===== src/rtl/issue_reorder_buffer_pkg.sv =====
// Shared types for the issue reorder buffer.
// Provides a trimmed-down scoreboard entry (fields the buffer actually looks at
// plus the PC for identification), the buffered entry wrapper and the
// functional-unit classification helpers used for bypass decisions.
package issue_reorder_buffer_pkg;

    typedef enum logic [3:0] {
        NONE      = 4'd0,
        LOAD      = 4'd1,
        STORE     = 4'd2,
        ALU       = 4'd3,
        CTRL_FLOW = 4'd4,
        MULT      = 4'd5,
        CSR       = 4'd6,
        FPU       = 4'd7
    } fu_t;

    typedef struct packed {
        logic [31:0] pc;
        fu_t         fu;
        logic [4:0]  rs1;
        logic [4:0]  rs2;
        logic [4:0]  rd;
    } scoreboard_entry_t;

    typedef struct packed {
        scoreboard_entry_t sbe;
        logic              is_ctrl_flow;
    } reorder_entry_t;

    // Loads and stores are the ops that wait on the LSU.
    function automatic logic is_mem_op(input fu_t fu);
        return (fu == LOAD) || (fu == STORE);
    endfunction

    // Only plain compute ops may overtake a stalled memory head; branches and
    // CSR accesses have side effects that must stay in program order.
    function automatic logic is_bypassable(input fu_t fu);
        return !((fu == LOAD) || (fu == STORE) || (fu == CTRL_FLOW) || (fu == CSR));
    endfunction

endpackage


===== src/rtl/issue_reorder_buffer_if.sv =====
// Instruction handshake bundle: an entry with its control-flow flag, a valid
// and an ack travelling back. The producer side uses the master modport, the
// consumer side uses the slave modport.
interface issue_reorder_buffer_if;
    import issue_reorder_buffer_pkg::*;

    scoreboard_entry_t issue_entry;
    logic              issue_entry_valid;
    logic              is_ctrl_flow;
    logic              issue_instr_ack;

    modport master (
        output issue_entry,
        output issue_entry_valid,
        output is_ctrl_flow,
        input  issue_instr_ack
    );

    modport slave (
        input  issue_entry,
        input  issue_entry_valid,
        input  is_ctrl_flow,
        output issue_instr_ack
    );

endinterface


===== src/rtl/issue_reorder_buffer_hazard.sv =====
// Pairwise register hazard detector for the issue reorder buffer.
// Flags any RAW, WAR or WAW overlap between a candidate and one older entry.
// Register indices are compared as raw 5-bit values, so integer and FP
// registers alias and x0 is treated like any other register.
module reorder_hazard_check
    import issue_reorder_buffer_pkg::*;
(
    input  reorder_entry_t cand_i,
    input  reorder_entry_t older_i,
    output logic           conflict_o
);

    logic unusedBits;

    // Conflict if the candidate reads what the older writes, writes what the
    // older reads, or writes the same destination.
    always_comb begin
        conflict_o = (cand_i.sbe.rs1 == older_i.sbe.rd)  |
                     (cand_i.sbe.rs2 == older_i.sbe.rd)  |
                     (cand_i.sbe.rd  == older_i.sbe.rs1) |
                     (cand_i.sbe.rd  == older_i.sbe.rs2) |
                     (cand_i.sbe.rd  == older_i.sbe.rd);
    end

    assign unusedBits = ^{cand_i.sbe.pc, cand_i.sbe.fu, cand_i.is_ctrl_flow,
                          older_i.sbe.pc, older_i.sbe.fu, older_i.is_ctrl_flow};

endmodule


===== src/rtl/issue_reorder_buffer.sv =====
// Issue reorder buffer: in-order instruction queue between decode and issue
// that lets independent compute ops slip past a load/store head while the LSU
// is stalled, with a per-head limit on how many may overtake it.
// Optional build macro REORDER_BYPASS_STATS_EN adds a bypass pop counter and
// a bypass-active indicator.
module issue_reorder_buffer
    import issue_reorder_buffer_pkg::*;
#(
    parameter int unsigned DEPTH      = 4,
    parameter int unsigned MAX_BYPASS = 3
) (
    input  logic                  clk_i,
    input  logic                  rst_ni,
    input  logic                  flush_i,
    input  logic                  debug_req_i,
    issue_reorder_buffer_if.slave  decode_i,
    issue_reorder_buffer_if.master issue_o,
    input  logic                  lsu_ready_i
`ifdef REORDER_BYPASS_STATS_EN
    ,
    output logic [31:0]           bypass_count_o,
    output logic [0:0]            bypass_active_o
`endif
);

    localparam int unsigned CNT_W = $clog2(MAX_BYPASS + 1);
    localparam int unsigned CW    = $clog2(DEPTH + 1);
    localparam int unsigned IW    = $clog2(DEPTH);

    reorder_entry_t   slots_q [DEPTH];
    reorder_entry_t   slots_d [DEPTH];
    logic [CW-1:0]    count_q;
    logic [CW-1:0]    count_d;
    logic [CNT_W-1:0] bypassCnt_q;
    logic [CNT_W-1:0] bypassCnt_d;

    logic             conflict [DEPTH][DEPTH];
    logic [DEPTH-1:0] eligible;
    logic             bypass;
    logic [IW-1:0]    selIdx;
    reorder_entry_t   selEntry;
    reorder_entry_t   newEntry;
    logic             ackOut;
    logic             validOut;
    logic             push;
    logic             pop;
    logic [CW-1:0]    remain;

    // One hazard checker per (younger k, older j) pair; other cells tie low.
    for (genvar k = 0; k < DEPTH; k++) begin : g_cand
        for (genvar j = 0; j < DEPTH; j++) begin : g_older
            if (j < k) begin : g_pair
                reorder_hazard_check u_hazard (
                    .cand_i     (slots_q[k]),
                    .older_i    (slots_q[j]),
                    .conflict_o (conflict[k][j])
                );
            end else begin : g_none
                assign conflict[k][j] = 1'b0;
            end
        end
    end

    // A slot may overtake the head if it is occupied, a plain compute op and
    // free of hazards against every older slot.
    always_comb begin
        eligible = '0;
        for (int k = 1; k < DEPTH; k++) begin
            eligible[k] = (k < int'(count_q)) && is_bypassable(slots_q[k].sbe.fu);
            for (int j = 0; j < k; j++) begin
                if (conflict[k][j]) begin
                    eligible[k] = 1'b0;
                end
            end
        end
    end

    // Pick the lowest eligible slot when the memory head is stuck, else the head.
    always_comb begin
        selIdx = '0;
        bypass = is_mem_op(slots_q[0].sbe.fu) && !lsu_ready_i && !debug_req_i &&
                 (bypassCnt_q < CNT_W'(MAX_BYPASS)) && (|eligible);
        if (bypass) begin
            for (int k = DEPTH - 1; k >= 1; k--) begin
                if (eligible[k]) begin
                    selIdx = IW'(k);
                end
            end
        end
    end

    assign selEntry              = slots_q[selIdx];
    assign validOut              = (count_q != '0) && !flush_i;
    assign ackOut                = (count_q != CW'(DEPTH));
    assign newEntry.sbe          = decode_i.issue_entry;
    assign newEntry.is_ctrl_flow = decode_i.is_ctrl_flow;
    assign push                  = decode_i.issue_entry_valid && ackOut && !flush_i;
    assign pop                   = validOut && issue_o.issue_instr_ack;

    assign decode_i.issue_instr_ack  = ackOut;
    assign issue_o.issue_entry       = selEntry.sbe;
    assign issue_o.is_ctrl_flow      = selEntry.is_ctrl_flow;
    assign issue_o.issue_entry_valid = validOut;

    // Next state: remove the popped slot by shifting younger ones down, then
    // append any accepted entry behind the survivors.
    always_comb begin
        slots_d     = slots_q;
        count_d     = count_q;
        bypassCnt_d = bypassCnt_q;
        remain      = count_q - CW'(pop);
        if (flush_i) begin
            count_d     = '0;
            bypassCnt_d = '0;
        end else begin
            if (pop) begin
                for (int i = 0; i < DEPTH - 1; i++) begin
                    if (IW'(i) >= selIdx) begin
                        slots_d[i] = slots_q[i + 1];
                    end
                end
            end
            if (push) begin
                for (int i = 0; i < DEPTH; i++) begin
                    if (CW'(i) == remain) begin
                        slots_d[i] = newEntry;
                    end
                end
            end
            count_d = remain + CW'(push);
            if (pop) begin
                if (selIdx != '0) begin
                    bypassCnt_d = bypassCnt_q + CNT_W'(1);
                end else if (!debug_req_i) begin
                    bypassCnt_d = '0;
                end
            end
        end
    end

    // State registers with synchronous active-low reset.
    always_ff @(posedge clk_i) begin
        if (!rst_ni) begin
            for (int i = 0; i < DEPTH; i++) begin
                slots_q[i] <= '0;
            end
            count_q     <= '0;
            bypassCnt_q <= '0;
        end else begin
            slots_q     <= slots_d;
            count_q     <= count_d;
            bypassCnt_q <= bypassCnt_d;
        end
    end

`ifdef REORDER_BYPASS_STATS_EN
    logic [31:0] bypassCount_q;

    // Free-running count of bypass pops; survives flushes, wraps at 2^32.
    always_ff @(posedge clk_i) begin
        if (!rst_ni) begin
            bypassCount_q <= '0;
        end else if (pop && (selIdx != '0)) begin
            bypassCount_q <= bypassCount_q + 32'd1;
        end
    end

    assign bypass_count_o  = bypassCount_q;
    assign bypass_active_o = bypass;
`endif

endmodule

===== src/flat_wrapper.sv =====
// flat-port wrapper written by rule: the top's interface ports become plain ports
module issue_reorder_buffer_flat import issue_reorder_buffer_pkg::*;
#(
    parameter int unsigned DEPTH      = 4,
    parameter int unsigned MAX_BYPASS = 3
)
  (clk_i, rst_ni, flush_i, debug_req_i, lsu_ready_i, decode_i_issue_entry, decode_i_issue_entry_valid, decode_i_is_ctrl_flow, decode_i_issue_instr_ack, issue_o_issue_entry, issue_o_issue_entry_valid, issue_o_is_ctrl_flow, issue_o_issue_instr_ack);
  issue_reorder_buffer_if decode_i_i ();
  issue_reorder_buffer_if issue_o_i ();
  input  logic clk_i;
  input  logic rst_ni;
  input  logic flush_i;
  input  logic debug_req_i;
  input  logic lsu_ready_i;
  input wire logic [$bits(decode_i_i.issue_entry)-1:0] decode_i_issue_entry;
  input wire logic [$bits(decode_i_i.issue_entry_valid)-1:0] decode_i_issue_entry_valid;
  input wire logic [$bits(decode_i_i.is_ctrl_flow)-1:0] decode_i_is_ctrl_flow;
  output wire logic [$bits(decode_i_i.issue_instr_ack)-1:0] decode_i_issue_instr_ack;
  output wire logic [$bits(issue_o_i.issue_entry)-1:0] issue_o_issue_entry;
  output wire logic [$bits(issue_o_i.issue_entry_valid)-1:0] issue_o_issue_entry_valid;
  output wire logic [$bits(issue_o_i.is_ctrl_flow)-1:0] issue_o_is_ctrl_flow;
  input wire logic [$bits(issue_o_i.issue_instr_ack)-1:0] issue_o_issue_instr_ack;
  assign decode_i_i.issue_entry = decode_i_issue_entry;
  assign decode_i_i.issue_entry_valid = decode_i_issue_entry_valid;
  assign decode_i_i.is_ctrl_flow = decode_i_is_ctrl_flow;
  assign decode_i_issue_instr_ack = decode_i_i.issue_instr_ack;
  assign issue_o_issue_entry = issue_o_i.issue_entry;
  assign issue_o_issue_entry_valid = issue_o_i.issue_entry_valid;
  assign issue_o_is_ctrl_flow = issue_o_i.is_ctrl_flow;
  assign issue_o_i.issue_instr_ack = issue_o_issue_instr_ack;
  issue_reorder_buffer #(.DEPTH(DEPTH), .MAX_BYPASS(MAX_BYPASS)) u_core (.clk_i(clk_i), .rst_ni(rst_ni), .flush_i(flush_i), .debug_req_i(debug_req_i), .decode_i(decode_i_i), .issue_o(issue_o_i), .lsu_ready_i(lsu_ready_i));
endmodule

===== config.mk =====
export PLATFORM = sky130hd
export DESIGN_NAME = issue_reorder_buffer_flat
export DESIGN_NICKNAME = d
export VERILOG_FILES = /design/src/rtl/issue_reorder_buffer_pkg.sv /design/src/rtl/issue_reorder_buffer_if.sv /design/src/rtl/issue_reorder_buffer_hazard.sv /design/src/rtl/issue_reorder_buffer.sv /design/src/flat_wrapper.sv
export SDC_FILE = /design/constraint.sdc
export NUM_CORES = 1
export LEC_CHECK = 0
export BUFFER_PORTS_ARGS = -buffer_cell sky130_fd_sc_hd__buf_2
export CAP_MARGIN = 10
export CORE_MARGIN = 3
export CORE_UTILIZATION = 34
export CTS_BUF_LIST = sky130_fd_sc_hd__clkbuf_8
export DETAILED_ROUTE_END_ITERATION = 10
export SLEW_MARGIN = 25
export SYNTH_ARGS = -nofsm -noshare
export SYNTH_HDL_FRONTEND = slang
export SYNTH_SLANG_ARGS = --single-unit

===== constraint.sdc =====
create_clock -name clk_i -period 4 [get_ports clk_i]
set_input_delay 0.2 -clock clk_i [delete_from_list [all_inputs] [get_ports clk_i]]
set_output_delay 0.2 -clock clk_i [all_outputs]
set_load 0.05 [all_outputs]

==> results_tabular.tex, run 1 <==
\begin{tabular}{lr}
\hline
Metric & Value \\
\hline
\multicolumn{2}{l}{\textbf{Synth}} \\
\quad Adder-cell area share of the yosys netlist & 0.00506 \\
\quad Portion of the post-synthesis area used by sequential elements & 0.345 \\
\quad Fraction of the mapped netlist area in simple logic gates & 0.227 \\
\quad Post-synthesis register bit count & 213 \\
\quad Mapped Cells & 1518 \\
\quad Synthesized cell area & 12400 um2 \\
\quad Total nets after synthesis & 1582 \\
\quad Dominant combinational cell family by area after synthesis & compound AO/OA/AOI/OAI gates \\
\quad Avg Inst Size Synth & 8.15 um2 \\
\quad Unique cell type count in the Yosys netlist & 42 \\
\quad Count of yosys warnings during synthesis & 0 \\
\quad Xor and xnor area share after synthesis & 0.110 \\
\quad Compound-gate portion of the synthesized area & 0.251 \\
\quad Portion of netlist area occupied by mux cells & 0.00162 \\
\multicolumn{2}{l}{\textbf{Setup path}} \\
\quad Required time at the endpoint of the critical path & 3800 ps \\
\quad Flop2flop setup slack & 480 ps \\
\quad End point of the critical path & issue\_o\_issue\_entry[6] \\
\quad Category of the worst setup path capture point & output port \\
\quad Crit Reg-Reg Endpoint & u\_core.slots\_q[160]\$\_SDFFE\_PN0N\_ \\
\quad Cells traversed along the worst timing path & xor2\_1 -> nor3\_1 -> or4\_1 -> or4\_4 -> nor4b\_4 -> buf\_4 -> buf\_12 -> a222oi\_1 -> nand2\_1 -> buf\_2 \\
\quad Crit Path Max Fanout & 29 \\
\quad CP Class & register to output port \\
\quad CP arrival & 3710 ps \\
\quad Launching element type of the critical path & register \\
\quad CP delay by family, top & simple AND/OR/NAND/NOR gates \\
\quad Number of cells on the worst reg-to-reg path & 13 \\
\quad CP max stage delay & 590 ps \\
\quad Worst-path cell with the longest stage delay & sky130\_fd\_sc\_hd\_\_or4\_4 \\
\quad Worst setup startpoint & u\_core.slots\_q[9]\$\_SDFFE\_PN0P\_ \\
\quad Number of cells on the critical path & 10 \\
\quad Buffering stage count on the worst path with inverters included & 3 \\
\quad Worst r2r src & u\_core.count\_q[1]\$\_SDFF\_PP0\_ \\
\multicolumn{2}{l}{\textbf{Drt}} \\
\quad DRC violations left & 0 \\
\quad Final routed wire length divided by cell count & 22.0 um \\
\quad Total via count in the routed design & 12400 \\
\quad Total Wirelength & 46000 um \\
\quad Average via count per standard cell & 5.92 \\
\quad Number of routed nets with antenna violations & 0 \\
\quad First-pass iteration count of the detailed router & 6 \\
\quad Starting DRC count in detailed routing & 1741 \\
\multicolumn{2}{l}{\textbf{Power}} \\
\quad Max rail drop VDD & 0.000224 V \\
\quad Leakage power total & 6.21 nW \\
\quad Post-route total power & 0.00489 W \\
\quad PwrDens & 332 nW/um2 \\
\multicolumn{2}{l}{\textbf{Placement}} \\
\quad PortBufs & 112 \\
\quad Worst setup slack after placement & 556 ps \\
\quad Final weighted congestion of routability-driven global placement & 0.917 \\
\quad Estimated wirelength of the detail-placed design & 27900 um \\
\multicolumn{2}{l}{\textbf{Timing}} \\
\quad Final setup viols & 0 \\
\quad Hold violation count in the final report & 0 \\
\quad Worst slew margin & 0.478 \\
\quad Pins Over Slew Limit & 0 \\
\quad Transition time of the tightest slew-check pin & 781 ps \\
\quad Final period utilization & 0.977 \\
\quad Period minus WS final & 3910 ps \\
\quad Worst Setup Slack, final & 92.2 ps \\
\quad Worst clock skew & 22.7 ps \\
\quad Max Clock Freq & 0.256 GHz \\
\quad Summed negative setup slack over all endpoints & 0 ps \\
\multicolumn{2}{l}{\textbf{Run status}} \\
\quad Status & finished clean \\
\multicolumn{2}{l}{\textbf{Clock network}} \\
\quad Clock tree buffer depth & 3 \\
\quad Worst-Skew Late Latency & 550 ps \\
\quad Clock edge transition at the registers on the reported setup and hold paths & 60 ps \\
\quad Clock tree from TritonCTS & built \\
\quad Htree depth & 2 \\
\quad Clock buffers created by TritonCTS & 40 \\
\quad Library cell used as clock root buffer & sky130\_fd\_sc\_hd\_\_clkbuf\_8 \\
\quad Number of sinks driven by the clock tree & 213 \\
\multicolumn{2}{l}{\textbf{Cells and area}} \\
\quad Proportion of layout cells with a drive suffix above 1 & 0.154 \\
\quad Area growth from synthesis to layout & 19.1\% \\
\quad Number of diodes & 0 \\
\quad Top library cells by usage in the layout, fill and taps aside & sky130\_fd\_sc\_hd\_\_nand2\_1 (261), sky130\_fd\_sc\_hd\_\_dfxtp\_1 (209), sky130\_fd\_sc\_hd\_\_buf\_2 (107) \\
\quad Most common cell after layout, fill and taps aside & sky130\_fd\_sc\_hd\_\_nand2\_1 \\
\quad Fill cell instance count of the final layout & 3629 \\
\quad Number of nets in the final layout & 1669 \\
\multicolumn{2}{l}{\textbf{GRT}} \\
\quad All-Layer GR Usage & 0.230 \\
\quad GRT overflow & 0 \\
\quad Pin count of the biggest net entering global routing & 67 \\
\quad Global-route wire length before repair & 71200 um \\
\quad Initial antenna violation count & 3 \\
\quad Number of global-route vias before repair & 12300 \\
\multicolumn{2}{l}{\textbf{Floorplan}} \\
\quad IO Count & 113 \\
\quad Cell row count & 69 \\
\quad Total die area & 38700 um2 \\
\quad Initial cell density of the core & 0.346 \\
\quad Width of the die & 197 um \\
\quad Die span in y & 197 um \\
\quad Placeable core area & 35700 um2 \\
\multicolumn{2}{l}{\textbf{Run}} \\
\quad Max-Cap Viols & 0 \\
\multicolumn{2}{l}{\textbf{Worst hold path}} \\
\quad Hold Crit Class & primary input to register \\
\hline
\end{tabular}
## power by group
part           internal, W  switching (W)
Sequential         0.00216      0.0000448
Clock              0.00116       0.000961
Combinational     0.000218       0.000348
Total              0.00353        0.00135
## tightest hold or removal path, stage by stage
cell and delay [ps]:
sky130_fd_sc_hd__buf_2 100, sky130_fd_sc_hd__nand2b_1 90, sky130_fd_sc_hd__a21oi_1 140, sky130_fd_sc_hd__ha_1 130
sky130_fd_sc_hd__and2_1 100
## logic make-up (layout without fill, tap and decap cells)
family / count (synthesis) / count (layout)
XOR/XNOR: 155 / 155
flip-flops: 213 / 213
adder cells (fa/ha/maj): 5 / 5
AO/OA/AOI/OAI: 392 / 392
buffers and inverters: 186 / 300
AND/OR/NAND/NOR: 565 / 565
multiplexers: 2 / 2
## registers in the layout, indices dropped and copies added, names as in the netlist
signal              count
u_core.bypassCnt_q      2
u_core.slots_q        208
u_core.count_q          3
## repair_timing
item / CTS / global route
hold buffers: 53 / 0
endpoints found under the hold margin: 115 / 0
setup endpoints to repair: 0 / 23
resized for setup: 0 / 12
setup buffers: 0 / 3
## synthesized netlist by cell type
library cell,instances,area (um2)
sky130_fd_sc_hd__dfxtp_1,213,4260
sky130_fd_sc_hd__nand3_1,28,140
sky130_fd_sc_hd__nor2b_1,3,18.8
sky130_fd_sc_hd__o22ai_1,1,6.26
sky130_fd_sc_hd__ha_1,5,62.6
sky130_fd_sc_hd__or4b_1,1,10.0
sky130_fd_sc_hd__a31o_2,1,8.76
sky130_fd_sc_hd__o21ai_0,58,290
sky130_fd_sc_hd__o211ai_1,1,7.51
sky130_fd_sc_hd__nor4_1,56,350
sky130_fd_sc_hd__a31oi_1,4,25.0
sky130_fd_sc_hd__a2bb2oi_1,52,455
sky130_fd_sc_hd__and2_1,105,657
sky130_fd_sc_hd__xor2_1,78,683
sky130_fd_sc_hd__or4_4,1,11.3
sky130_fd_sc_hd__o221a_2,1,11.3
sky130_fd_sc_hd__a22oi_2,1,12.5
sky130_fd_sc_hd__nor3_1,36,180
sky130_fd_sc_hd__a21o_1,2,15.0
sky130_fd_sc_hd__nor2_1,7,26.3
sky130_fd_sc_hd__xnor2_1,77,674
sky130_fd_sc_hd__nand2b_1,2,12.5
sky130_fd_sc_hd__a311oi_1,1,8.76
sky130_fd_sc_hd__or3_1,52,325
sky130_fd_sc_hd__a221o_1,104,1040
sky130_fd_sc_hd__clkbuf_1,127,477
sky130_fd_sc_hd__o21a_1,2,15.0
sky130_fd_sc_hd__a21oi_1,60,300
sky130_fd_sc_hd__a222oi_1,50,500
sky130_fd_sc_hd__o32ai_1,1,8.76
sky130_fd_sc_hd__mux2i_1,2,20.0
sky130_fd_sc_hd__a21boi_0,52,390
sky130_fd_sc_hd__nand2_1,263,987
sky130_fd_sc_hd__buf_1,11,41.3
sky130_fd_sc_hd__nand4_1,4,25.0
sky130_fd_sc_hd__buf_2,42,210
sky130_fd_sc_hd__inv_1,6,22.5
sky130_fd_sc_hd__or4_1,3,22.5
sky130_fd_sc_hd__nor4b_4,1,23.8
sky130_fd_sc_hd__or2_2,1,6.26
sky130_fd_sc_hd__and3_1,2,12.5
sky130_fd_sc_hd__a211oi_2,1,12.5
## layout make-up
cell class,instances,area [um2],area share
multi-input combinational,1119,7440,0.505
sequential,213,4270,0.290
timing repair buffer,225,1640,0.111
clock buffer,48,661,0.0448
tap,461,577,0.0391
clock inverter,21,128,0.00866
inverter,6,22.5,0.00153
## worst min path at each step
stage,cells after the start,startpoint,end,slack [ps]
global placement,2,u_core.bypassCnt_q[1]$_SDFFE_PP0P_,u_core.bypassCnt_q[1]$_SDFFE_PP0P_,460
CTS,5,decode_i_issue_entry_valid,u_core.count_q[0]$_SDFF_PP0_,220
detailed placement,1,u_core.slots_q[176]$_SDFFE_PN0N_,u_core.slots_q[176]$_SDFFE_PN0N_,470
floorplan,1,decode_i_issue_entry[17],u_core.slots_q[174]$_SDFFE_PN0N_,340
global route,5,decode_i_issue_entry_valid,u_core.count_q[0]$_SDFF_PP0_,260
finish,5,decode_i_issue_entry_valid,u_core.count_q[0]$_SDFF_PP0_,250
## layer usage
metal / track usage / wire [um] / vias up
met5: 0 / 23 / -
met2: 0.363 / 20700 / 708
met4: 0.0750 / 1110 / 6
li1: - / - / 5673
met1: 0.312 / 19500 / 5916
met3: 0.0540 / 4620 / 90
## stage by stage
stage	util	std cells	cell area, um2	hold WS [ps]
finish	0.412	2093	14700	254
global route	0.412	2093	14700	262
CTS	0.411	2090	14700	224
detailed placement	0.374	1968	13400	471
global placement	0.374	1968	13400	464
floorplan	-	1518	12400	339
Power figures use the tool's default switching activity.
==> run 2: changes to the inputs <==
Settings changed: ABC_AREA set to 1.
==> run 2 against run 1 <==
Net effect:
- first-iteration DRC count down 0.29%
- sequential cell count unchanged
- clock skew up 6.0 ps
- sequential power up 2%
- power up 13%
- non-clock buffer count up 1
- largest cell class unchanged
- clock power up 15%
==> results_tabular.tex, run 2 <==
\begin{tabular}{lr}
\hline
Metric & Value \\
\hline
\multicolumn{2}{l}{\textbf{Placement}} \\
\quad PortBufs & 112 (unchanged) \\
\quad Estimated wirelength of the detail-placed design & 35800 um (+28\%) \\
\quad Worst setup slack after placement & 479 ps (-77.4 ps) \\
\quad Final weighted congestion of routability-driven global placement & 0.963 (+5.1\%) \\
\multicolumn{2}{l}{\textbf{Floorplan}} \\
\quad Initial cell density of the core & 0.345 (-0.000923) \\
\quad IO Count & 113 (unchanged) \\
\quad Total die area & 46500 um2 (+20\%) \\
\quad Die span in y & 216 um (+9.6\%) \\
\quad Width of the die & 216 um (+9.6\%) \\
\quad Cell row count & 76 (+10\%) \\
\quad Placeable core area & 43300 um2 (+21\%) \\
\multicolumn{2}{l}{\textbf{Drt}} \\
\quad Number of routed nets with antenna violations & 0 (unchanged) \\
\quad First-pass iteration count of the detailed router & 5 (-1) \\
\quad DRC violations left & 0 (unchanged) \\
\quad Starting DRC count in detailed routing & 1736 (-0.29\%) \\
\quad Total via count in the routed design & 17000 (+37\%) \\
\quad Final routed wire length divided by cell count & 17.9 um (-19\%) \\
\quad Total Wirelength & 58100 um (+26\%) \\
\quad Average via count per standard cell & 5.23 (-12\%) \\
\multicolumn{2}{l}{\textbf{Timing}} \\
\quad Max Clock Freq & 0.264 GHz (+3.3\%) \\
\quad Hold violation count in the final report & 0 (unchanged) \\
\quad Worst clock skew & 28.8 ps (+6.05 ps) \\
\quad Period minus WS final & 3780 ps (-123 ps) \\
\quad Pins Over Slew Limit & 0 (unchanged) \\
\quad Worst slew margin & 0.359 (-0.119) \\
\quad Worst Setup Slack, final & 215 ps (+123 ps) \\
\quad RSZ-0062 raised after global routing & false \\
\quad Transition time of the tightest slew-check pin & 962 ps (+181 ps) \\
\quad Final setup viols & 0 (unchanged) \\
\quad Summed negative setup slack over all endpoints & 0 ps (unchanged) \\
\quad Final period utilization & 0.946 (-0.0308) \\
\multicolumn{2}{l}{\textbf{Setup path}} \\
\quad Launching element type of the critical path & register \\
\quad Crit Reg-Reg Endpoint & u\_core.slots\_q[159]\$\_SDFFE\_PN0N\_ \\
\quad Worst r2r src & u\_core.count\_q[2]\$\_SDFF\_PP0\_ \\
\quad Number of cells on the worst reg-to-reg path & 13 (unchanged) \\
\quad Number of cells on the critical path & 16 (+6) \\
\quad Flop2flop setup slack & 670 ps (+190 ps) \\
\quad Required time at the endpoint of the critical path & 3800 ps (about the same) \\
\quad CP max stage delay & 520 ps (-70 ps) \\
\quad Buffering stage count on the worst path with inverters included & 4 (+1) \\
\quad CP arrival & 3580 ps (-130 ps) \\
\quad CP Class & register to output port \\
\quad Critical Path Most Common Cell & sky130\_fd\_sc\_hd\_\_nand2\_1 \\
\quad CP delay by family, top & simple AND/OR/NAND/NOR gates \\
\quad Category of the worst setup path capture point & output port \\
\quad Crit Path Max Fanout & 42 (+45\%) \\
\quad Worst-path cell with the longest stage delay & sky130\_fd\_sc\_hd\_\_dfxtp\_1 \\
\quad Cells traversed along the worst timing path & inv\_1 -> nand2\_1 -> nand2\_1 -> nor2\_1 -> nand3\_1 -> nand2\_1 -> nor2\_1 -> nand2\_1 -> o21ai\_1 -> nand2\_4 -> inv\_2 -> nor2\_4 -> buf\_12 -> a21oi\_1 -> nand2\_1 -> buf\_2 \\
\multicolumn{2}{l}{\textbf{GRT}} \\
\quad Global-route wire length before repair & 90800 um (+27\%) \\
\quad All-Layer GR Usage & 0.242 (+0.0122) \\
\quad Pin count of the biggest net entering global routing & 85 (+27\%) \\
\quad GRT overflow & 0 (unchanged) \\
\quad Number of global-route vias before repair & 16000 (+30\%) \\
\quad Initial antenna violation count & 0 (-3) \\
\multicolumn{2}{l}{\textbf{Synth}} \\
\quad Synthesized cell area & 14900 um2 (+21\%) \\
\quad Count of yosys warnings during synthesis & 0 (unchanged) \\
\quad Avg Inst Size Synth & 5.82 um2 (-29\%) \\
\quad Portion of the post-synthesis area used by sequential elements & 0.285 (-0.0592) \\
\quad Post-synthesis async set-or-reset flop share & 0 (unchanged) \\
\quad EDFF count, synth & 0 (unchanged) \\
\quad Most frequent cell after synthesis & sky130\_fd\_sc\_hd\_\_nand2\_1 \\
\quad Mapped Cells & 2567 (+69\%) \\
\quad Most used flip-flop cell after synthesis & sky130\_fd\_sc\_hd\_\_dfxtp\_1 \\
\quad Synth area leader & sky130\_fd\_sc\_hd\_\_dfxtp\_1 \\
\quad Dominant cells by area after synthesis & sky130\_fd\_sc\_hd\_\_dfxtp\_1 (29\%), sky130\_fd\_sc\_hd\_\_nand2\_1 (26\%), sky130\_fd\_sc\_hd\_\_nand3\_1 (12\%) \\
\quad Unique cell type count in the Yosys netlist & 33 (-21\%) \\
\quad Share of Yosys cell area claimed by the top area cell type & 0.285 (-0.0592) \\
\quad Most common library cells after synthesis & sky130\_fd\_sc\_hd\_\_nand2\_1 (1015), sky130\_fd\_sc\_hd\_\_nand3\_1 (347), sky130\_fd\_sc\_hd\_\_a21oi\_1 (249) \\
\quad Post-synthesis register bit count & 213 (unchanged) \\
\quad Total nets after synthesis & 2631 (+66\%) \\
\multicolumn{2}{l}{\textbf{Cells and area}} \\
\quad Storage element area & 4280 um2 (+0.26\%) \\
\quad Number of nets in the final layout & 2692 (+61\%) \\
\quad Number of diodes & 0 (unchanged) \\
\quad Flip-flop count of the largest register, all copies and words added & 208 (unchanged) \\
\quad Fill cell instance count of the final layout & 4655 (+28\%) \\
\quad Total area of multi-input combinational cells & 8930 um2 (+20\%) \\
\quad Area growth from synthesis to layout & 15.4\% \\
\quad Top reg by flops & u\_core.slots\_q \\
\quad Most common cell after layout, fill and taps aside & sky130\_fd\_sc\_hd\_\_nand2\_1 \\
\quad Proportion of layout cells with a drive suffix above 1 & 0.105 (-0.0495) \\
\quad Top library cells by usage in the layout, fill and taps aside & sky130\_fd\_sc\_hd\_\_nand2\_1 (1011), sky130\_fd\_sc\_hd\_\_nand3\_1 (347), sky130\_fd\_sc\_hd\_\_a21oi\_1 (249) \\
\quad Biggest registers after layout & u\_core.slots\_q (208), u\_core.count\_q (3), u\_core.bypassCnt\_q (2) \\
\multicolumn{2}{l}{\textbf{Clock network}} \\
\quad Setup Buffers After CTS & 0 (unchanged) \\
\quad Library cell used as clock root buffer & sky130\_fd\_sc\_hd\_\_clkbuf\_8 \\
\quad Worst-Skew Late Latency & 630 ps (+80 ps) \\
\quad Clock buffers created by TritonCTS & 43 (+7.5\%) \\
\quad Number of sinks driven by the clock tree & 213 (unchanged) \\
\quad Clock edge transition at the registers on the reported setup and hold paths & 60 ps (about the same) \\
\quad Clock tree from TritonCTS & built \\
\quad Clock tree buffer depth & 3 (unchanged) \\
\quad Htree depth & 2 (unchanged) \\
\multicolumn{2}{l}{\textbf{Worst hold path}} \\
\quad Hold Crit Class & primary input to register \\
\quad Cell count of the worst hold path & 5 (unchanged) \\
\quad Worst hold start & flush\_i \\
\quad End point of the most critical hold path & u\_core.slots\_q[91]\$\_SDFFE\_PN0N\_ \\
\multicolumn{2}{l}{\textbf{Run}} \\
\quad Max-Cap Viols & 0 (unchanged) \\
\multicolumn{2}{l}{\textbf{Power}} \\
\quad Leakage power total & 8.77 nW (+41\%) \\
\quad PwrDens & 320 nW/um2 (-3.5\%) \\
\quad Max rail drop VDD & 0.000221 V (-1.1\%) \\
\multicolumn{2}{l}{\textbf{Run status}} \\
\quad Status & finished clean \\
\hline
\end{tabular}
## run 2: cell types whose count changed in the layout (fill, tap and decap cells not counted), moves of 50 or more
cell / change
sky130_fd_sc_hd__inv_1: +159
sky130_fd_sc_hd__and2_1: -105
sky130_fd_sc_hd__a2bb2oi_1: -52
sky130_fd_sc_hd__a221o_1: -104
sky130_fd_sc_hd__or3_1: -52
sky130_fd_sc_hd__a222oi_1: -50
sky130_fd_sc_hd__nand3_1: +321
sky130_fd_sc_hd__nand2_1: +750
sky130_fd_sc_hd__nor2_1: +99
sky130_fd_sc_hd__nor4_1: -54
sky130_fd_sc_hd__a21oi_1: +189
## run 2: kinds of logic (layout without fill, tap and decap cells)
family / after synthesis / count (layout) / share of synthesized area
AOI/OAI and AO/OA: 410 / 410 / 0.147
buffers and inverters: 390 / 483 / 0.119
and+or+nand+nor: 1486 / 1486 / 0.407
xor gates and xnor gates: 63 / 63 / 0.0369
DFF: 213 / 213 / 0.285
adders and majority gates: 5 / 5 / 0.00419
## run 2: report_power, final
group / internal, W / leakage, nW / switching [W]
registers: 0.00217 / 1.73 / 0.0000647
clock network: 0.00136 / 0.523 / 0.00108
logic: 0.000273 / 6.52 / 0.000559
total: 0.00380 / 8.77 / 0.00171
## run 2: metrics by stage
stage	hold WS, ps	util	cell area, um2	total power [W]	std cells
2_1_floorplan	383	-	14900	0.00281	2567
3_3_place_gp	453	0.364	15700	0.00305	3114
3_5_place_dp	455	0.364	15700	0.00306	3114
4_1_cts	47.3	0.398	17200	0.00556	3245
5_1_grt	99.8	0.398	17200	0.00575	3245
6_report	88.0	0.398	17200	0.00551	3245
## run 2: final cells by class
type                            count  share of cell area
Multi-Input combinational cell   1964               0.518
Sequential cell                   213               0.248
Inverter                          180              0.0396
Clock buffer                       58              0.0463
Tap cell                          585              0.0425
Clock inverter                     19             0.00682
Timing Repair Buffer              226              0.0981
## run 2: tightest hold or removal path, stage by stage
cell	delay, ps
sky130_fd_sc_hd__buf_2	130
sky130_fd_sc_hd__nand2_1	100
sky130_fd_sc_hd__inv_4	100
sky130_fd_sc_hd__nand2_1	70
sky130_fd_sc_hd__nand2_1	40
## run 2: timing repair
| item | CTS | global route |
|---|---|---|
| hold buffers | 54 | 0 |
| resized for setup | 6 | 15 |
| pin swaps | 0 | 1 |
| setup endpoints to repair | 2 | 52 |
| endpoints found under the hold margin | 144 | 0 |
## run 2: how the worst max path moves through the flow
| stage | end | slack [ps] | startpoint |
|---|---|---|---|
| 2_1_floorplan | u_core.slots_q[156]$_SDFFE_PN0N_ | 190 | u_core.count_q[1]$_SDFF_PP0_ |
| 3_3_place_gp | issue_o_issue_entry[17] | 530 | u_core.slots_q[105]$_SDFFE_PN0N_ |
| 3_5_place_dp | issue_o_issue_entry[17] | 480 | u_core.slots_q[105]$_SDFFE_PN0N_ |
| 4_1_cts | issue_o_issue_entry[13] | 90 | u_core.slots_q[160]$_SDFFE_PN0N_ |
| 5_1_grt | issue_o_issue_entry[13] | 3 | u_core.slots_q[63]$_SDFFE_PN0N_ |
| 6_report | issue_o_issue_entry[18] | 220 | u_core.slots_q[4]$_SDFFE_PN0P_ |
## run 2: metal layers
metal / routed length, um / part of all wire / track usage / vias to the layer above
met5: 0 / 0 / 0 / -
met4: 1210 / 0.021 / 0.0701 / 0
met3: 4620 / 0.080 / 0.0401 / 90
met2: 26200 / 0.45 / 0.388 / 731
met1: 26100 / 0.45 / 0.336 / 7847
li1: - / - / - / 8300
